### src/rtl/ps2_key_holder.sv
// PS/2 receiver that tracks the scan code of the key currently held.
// Ports: clock, reset (async low), ps2_clk/ps2_dat in; keyboard_data, byte_valid, frame_error out.
module ps2_key_holder #(
  parameter int TIMEOUT_CYCLES = 50000
) (
  input  logic       clock,
  input  logic       reset,
  input  logic       ps2_clk,
  input  logic       ps2_dat,
  output logic [7:0] keyboard_data,
  output logic       byte_valid,
  output logic       frame_error
);

  localparam logic [1:0] IDLE   = 2'd0;
  localparam logic [1:0] DATA   = 2'd1;
  localparam logic [1:0] PARITY = 2'd2;
  localparam logic [1:0] STOP   = 2'd3;

  localparam int TW = $clog2(TIMEOUT_CYCLES + 1);
  localparam logic [TW-1:0] TO_MAX = TW'(TIMEOUT_CYCLES);

  localparam logic [7:0] CODE_EXT = 8'hE0;
  localparam logic [7:0] CODE_BRK = 8'hF0;

  logic          clk_s1;
  logic          clk_s2;
  logic          clk_prev;
  logic          dat_s1;
  logic          dat_s2;

  logic [1:0]    state;
  logic [2:0]    bit_cnt;
  logic [7:0]    shreg;
  logic          par;
  logic [TW-1:0] to_cnt;
  logic          ext;
  logic          brk;

  logic          fall;
  logic          good;
  logic          timeout;
  logic          is_ext;
  logic          is_brk;

  always_ff @(posedge clock or negedge reset) begin
    if (!reset) begin
      clk_s1   <= 1'b1;
      clk_s2   <= 1'b1;
      clk_prev <= 1'b1;
      dat_s1   <= 1'b1;
      dat_s2   <= 1'b1;
    end else begin
      clk_s1   <= ps2_clk;
      clk_s2   <= clk_s1;
      clk_prev <= clk_s2;
      dat_s1   <= ps2_dat;
      dat_s2   <= dat_s1;
    end
  end

  assign fall = clk_prev & ~clk_s2;

  // Odd parity over data + parity bit, and stop bit must be high.
  assign good    = dat_s2 & (^{shreg, par});
  // A falling edge restarts the idle count, so it wins over a timeout.
  assign timeout = (state != IDLE) && !fall && (to_cnt == TO_MAX);
  assign is_ext  = (shreg == CODE_EXT);
  assign is_brk  = (shreg == CODE_BRK);

  always_ff @(posedge clock or negedge reset) begin
    if (!reset) begin
      state         <= IDLE;
      bit_cnt       <= 3'd0;
      shreg         <= 8'h00;
      par           <= 1'b0;
      to_cnt        <= '0;
      ext           <= 1'b0;
      brk           <= 1'b0;
      keyboard_data <= 8'h00;
      byte_valid    <= 1'b0;
      frame_error   <= 1'b0;
    end else begin
      byte_valid  <= 1'b0;
      frame_error <= 1'b0;

      if (state == IDLE || fall) begin
        to_cnt <= '0;
      end else if (!timeout) begin
        to_cnt <= to_cnt + TW'(1);
      end

      if (timeout) begin
        state       <= IDLE;
        to_cnt      <= '0;
        frame_error <= 1'b1;
        ext         <= 1'b0;
        brk         <= 1'b0;
      end else if (fall) begin
        unique case (state)
          IDLE: begin
            if (!dat_s2) begin
              state   <= DATA;
              bit_cnt <= 3'd0;
              shreg   <= 8'h00;
            end
          end
          DATA: begin
            shreg   <= {dat_s2, shreg[7:1]};
            bit_cnt <= bit_cnt + 3'd1;
            if (bit_cnt == 3'd7) begin
              state <= PARITY;
            end
          end
          PARITY: begin
            par   <= dat_s2;
            state <= STOP;
          end
          STOP: begin
            state <= IDLE;
            if (!good) begin
              frame_error <= 1'b1;
              ext         <= 1'b0;
              brk         <= 1'b0;
            end else begin
              byte_valid <= 1'b1;
              if (is_ext || is_brk) begin
                ext <= ext | is_ext;
                brk <= brk | is_brk;
              end else begin
                ext <= 1'b0;
                brk <= 1'b0;
                if (!brk) begin
                  keyboard_data <= shreg;
                end else if (shreg == keyboard_data) begin
                  keyboard_data <= 8'h00;
                end
              end
            end
          end
          default: state <= IDLE;
        endcase
      end
    end
  end

endmodule

### config.mk
export PLATFORM = sky130hd
export DESIGN_NAME = ps2_key_holder
export DESIGN_NICKNAME = d
export VERILOG_FILES = /design/src/rtl/ps2_key_holder.sv
export SDC_FILE = /design/constraint.sdc
export NUM_CORES = 1
export LEC_CHECK = 0
export CORE_MARGIN = 10
export CORE_UTILIZATION = 32
export CTS_CLUSTER_SIZE = 14
export DETAILED_ROUTE_END_ITERATION = 12
export PLACE_DENSITY = 0.57
export REMOVE_ABC_BUFFERS = 1
export SYNTH_ARGS = -nofsm -noshare
export SYNTH_HDL_FRONTEND = slang
export SYNTH_SLANG_ARGS = --single-unit
### constraint.sdc
create_clock -name clock -period 3.4 [get_ports clock]
set_input_delay 0.68 -clock clock [delete_from_list [all_inputs] [get_ports clock]]
set_output_delay 0.68 -clock clock [all_outputs]
set_load 0.01 [all_outputs]
Word-level counts from Yosys, hierarchy flattened
Index checks and enable logic that the tools add are counted.
{"block": "word_totals", "inputBits": 4, "out_inout_bits": 10, "word_cells": 76, "regBits": 46}
{"block": "classes", "eq_ne": 12, "mux": 26, "n_bitwise": 6, "addsub": 2, "reduce_logical": 16}
{"cell": "$mux W16", "n": 2}
{"cell": "$mux W8", "n": 3}
{"cell": "$add A16 B1 Y16 const B", "n": 1}
{"cell": "$eq A16 B16 Y1 const B", "n": 1}
{"cell": "$eq A8 B8 Y1 const B", "n": 2}
{"cell": "$pmux W8 S2", "n": 1}
{"cell": "$mux W1", "n": 13}
{"cell": "$reduce_xor A9 Y1", "n": 1}
{"cell": "$eq A8 B8 Y1", "n": 1}
{"cell": "$mux W2", "n": 4}
{"cell": "$pmux W2 S4", "n": 1}
{"cell": "$reduce_bool A2 Y1", "n": 4}
{"cell": "$ne A3 B3 Y1 const B", "n": 2}
{"cell": "$pmux W3 S2", "n": 1}
{"cell": "$reduce_and A3 Y1", "n": 2}
{"cell": "$reduce_and A6 Y1", "n": 1}
{"cell": "$eq A2 B2 Y1 const B", "n": 2}
{"cell": "$reduce_and A4 Y1", "n": 1}
{"cell": "$add A3 B1 Y3 const B", "n": 1}
{"cell": "$eq A3 B3 Y1 const B", "n": 1}
{"cell": "$mux W3", "n": 1}
{"cell": "$not A1 Y1", "n": 3}
{"cell": "$and A1 B1 Y1", "n": 2}
{"cell": "$eq A2 B1 Y1 const B", "n": 1}
{"cell": "other kinds (8)", "n": 10}

Longest topological paths before layout
{"block": "logic_depth", "word_depth": 7, "ltp_mapped": 7, "depth_no_buf": 6}

Worst setup path before layout
Ideal clock, no wire load.
{"block": "synth_path", "kind": "reg-to-reg", "from": "reg clk_prev", "to": "reg keyboard_data[0]", "period_less_slack_ps": 1810, "path_slack_ps": 1590, "setup_time_ps": 125, "n_path_buf": 1, "required_time_ps": 3275, "stages_incl_launch_ff": 7, "t_arrival_ps": 1685, "path_cell_list": "dfstp_2 > nor2b_1 > clkbuf_1 > nand2_1 > nor3b_1 > nand3_4 > mux2_2"}
{"block": "synth_between", "elab_chain_cells": 6}
{"item": "from (decl)", "line": "28", "text": "logic clk_prev;"}
{"item": "from (signal assigned)", "line": "56", "text": "clk_prev <= clk_s2;"}
{"item": "$and A1 B1 Y1 (*)", "line": "62", "text": "assign fall = clk_prev & ~clk_s2;"}
{"item": "$logic_not A1 Y1", "line": "67", "text": "assign timeout = (state != IDLE) && !fall && (to_cnt == TO_MAX);"}
{"item": "$logic_and A1 B1 Y1 (2 in series)", "line": "67"}
{"item": "$not A1 Y1 (no line)"}
{"item": "$reduce_and A6 Y1 (no line) (*)"}
{"item": "to (signal assigned)", "line": "134", "text": "keyboard_data <= shreg;"}
{"item": "to (decl)", "line": "10", "text": "output logic [7:0] keyboard_data,"}
Mark *: on every way between the ends. The rest lies on a longest branch, timed or not.
A chain may end at the register's enable or synchronous reset.

Worst setup path in the final report
{"block": "layout_path", "from": "reg clk_prev", "to": "reg keyboard_data[3]"}
The elaborated chain is that of the path after synthesis.

==> results.sh <==
export IMPL_initial_utilization_pct=33.1
export IMPL_maxCapViolations=0
export IMPL_reg2reg_from="clk_prev"
export IMPL_hp_start="dat_s1"
export IMPL_slowest_stage="dfstp_2"
export IMPL_syn_to_final_growth_pct=14.3
export IMPL_hold_class="reg2reg"
export IMPL_drt_pass1_iterations=4
export IMPL_wl_met3_um=157
export IMPL_synthDistinctLibCells=29
export IMPL_cts_resized=0
export IMPL_gp_congestion=0.724
export IMPL_rsz0062_at_grt="no"
export IMPL_synth_avg_cell_area_um2=10.4
export IMPL_cp_start_kind="register"
export IMPL_drc_errors=0
export IMPL_required_ps=3590
export IMPL_peakVddDrop_uv=170
export IMPL_synth_area_leader_cell="dfrtp_1"
export IMPL_htreeDepth=2
export IMPL_leakage_nw=1.11
export IMPL_maxSlewHeadroom_pct=32.1
export IMPL_grt_pass1_vias=1445
export IMPL_synth_top_cell_area_share_pct=45.7
export IMPL_critPathBufInv=0
export IMPL_crit_family="simple AND/OR/NAND/NOR gates"
export IMPL_reg2reg_depth=5
export IMPL_critical_path_class="reg2reg"
export IMPL_min_to="dat_s2"
export IMPL_io_pins=14
export IMPL_synth_cells=217
export IMPL_synth_edf_count=0
export IMPL_die_area_mm2=0.0108
export IMPL_die_h_um=104
export IMPL_fin_util_pct=37.8
export IMPL_cts_max_path_buffers=2
export IMPL_diodes=0
export IMPL_cts_tree="built"
export IMPL_core_mm2=0.00679
export IMPL_grt_pass1_wl_um=7120
export IMPL_wl_met2_um=1740
export IMPL_post_drt_via_cell_ratio=4.58
export IMPL_wl_per_cell_um=12.2
export IMPL_status="finished clean"
export IMPL_hold_buffers=0
export IMPL_rows=30
export IMPL_finalCritPeriodShare_pct=59.3
export IMPL_crit_chain="nor2b_1, nand2_1, nor3b_1, nand3_4, mux2_2"
export IMPL_cts_made_buffers=5
export IMPL_setup_worst_path_end_class="register"
export IMPL_antenna_found_initial=0
export IMPL_cp_max_fo=8
export IMPL_fin_nets=244
export IMPL_io_buffers=13
export IMPL_r2r_end="keyboard_data[3]"
export IMPL_drtIter0Drc=67
export IMPL_clk_latency_ps=290
export IMPL_drt_wl_total_um=4020
export IMPL_tightest_slew_ps=1020
export IMPL_setup_tns_final_ps=0
export IMPL_routed_top_layer="met4"
export IMPL_setup_viol=0
export IMPL_cp_arrival_ps=2200
export IMPL_hpwl_um=2780
export IMPL_drive_gt1_share_pct=11.6
export IMPL_fin_skew_ps=5.41
export IMPL_final_common_cell="dfrtp_1"
export IMPL_finalHoldViolCount=0
export IMPL_clk_pin_slew_ps=80
export IMPL_layout_common_cells="41 x dfrtp_1, 34 x nand2_1, 19 x nor2_1"
export IMPL_netlist_area_mm2=0.00225
export IMPL_finalMaxSlewViolations=0
export IMPL_drtAntennaViolNets=0
export IMPL_vias=1507
export IMPL_numClockSinks=46
export IMPL_seq_area_frac_synth_pct=51.5
export IMPL_r2r_slack_ps=1380
export IMPL_synthTopCellsByArea="dfrtp_1 46%, xnor2_1 6.2%, dfstp_2 5.8%"
export IMPL_overflow=0
export IMPL_wl_met1_um=2030
export IMPL_cts_root_buf="clkbuf_8"
export IMPL_grt_max_degree=47
export IMPL_async_flop_share_pct=100
export IMPL_min_period_ps=2020
export IMPL_synth_warnings=0
export IMPL_hold_depth=0
export IMPL_die_x_um=104
export IMPL_ys_flop_type="dfrtp_1"
export IMPL_yosys_register_bits=46
export IMPL_max_stage_delay_ps=520
export IMPL_gr_usage_all_layers_pct=7.83
export IMPL_p_per_area_mw_per_mm2=565
export IMPL_max_freq_mhz=496
export IMPL_post_cts_buffers=0
[state kept, by name, summed over array words and instances, names as in the netlist]
name,cells
brk,1
dat_s1,1
byte_valid,1
clk_prev,1
dat_s2,1
keyboard_data,8
clk_s2,1
frame_error,1
shreg,8
state,2
par,1
bit_cnt,3
to_cnt,16
clk_s1,1
[worst max-delay path by stage]
stage               cells past startpoint  slack, ps          endpoint  startpoint
detailed placement                      5       1390  keyboard_data[6]    clk_prev
finish                                  5       1380  keyboard_data[3]    clk_prev
global route                            5       1160  keyboard_data[3]    clk_prev
floorplan                               4       1520        bit_cnt[0]    state[1]
CTS                                     5       1360  keyboard_data[3]    clk_prev
global placement                        5       1440  keyboard_data[1]    clk_prev
[cell type report]
type	count	area (µm²)
inverter	7	26.3
clock inverter	1	5.00
clock buffer	7	86.3
multi-input combinational	158	1040
sequential	46	1160
timing repair buffer	14	133
fill	671	4230
tap	96	120
[per-stage QoR]
step                hold slack, ps  worst slack, ps  power (W)  cell area, µm²  instances
floorplan                      345             1520    0.00100            2220        211
global placement               346             1440    0.00112            2480        321
detailed placement             347             1390    0.00113            2480        321
CTS                            359             1360    0.00148            2570        329
global route                   364             1160    0.00156            2570        329
finish                         358             1380    0.00145            2570        329
[power breakdown]
part           internal [W]  switching, W
sequential         0.000618     0.0000780
clock              0.000164      0.000176
combinational      0.000187      0.000228
total              0.000969      0.000482
[synthesized netlist by cell type, types with 2 or more instances]
| cell | count |
|---|---|
| nor2_1 | 19 |
| clkbuf_1 | 6 |
| nor3_1 | 4 |
| dfrtp_1 | 41 |
| nor4_1 | 3 |
| nand3_1 | 4 |
| a31oi_1 | 2 |
| and3_1 | 3 |
| xnor2_1 | 16 |
| o21ai_0 | 16 |
| ha_1 | 8 |
| nand2_1 | 34 |
| mux2_2 | 9 |
| nor2b_1 | 9 |
| dfstp_2 | 5 |
| xor2_1 | 11 |
| o22a_1 | 2 |
| inv_1 | 7 |
| nand4_1 | 8 |
[kinds of logic (layout without fill, tap and decap cells)]
group | Yosys count | count (layout) | synth area share, %
compound gates | 22 | 22 | 5.62
flops | 46 | 46 | 51.5
buf+inv | 13 | 29 | 2.17
xor+xnor | 29 | 29 | 12.2
mux | 9 | 9 | 4.51
fa+ha+maj | 8 | 8 | 4.45
simple gates | 90 | 90 | 19.5
[layer usage]
metal,track usage [%],vias to the layer above
li1,-,754
met1,10.5,724
met2,11.0,22
met3,2.17,7
met4,4.27,0
met5,0,-
Power figures use the tool's default switching activity.
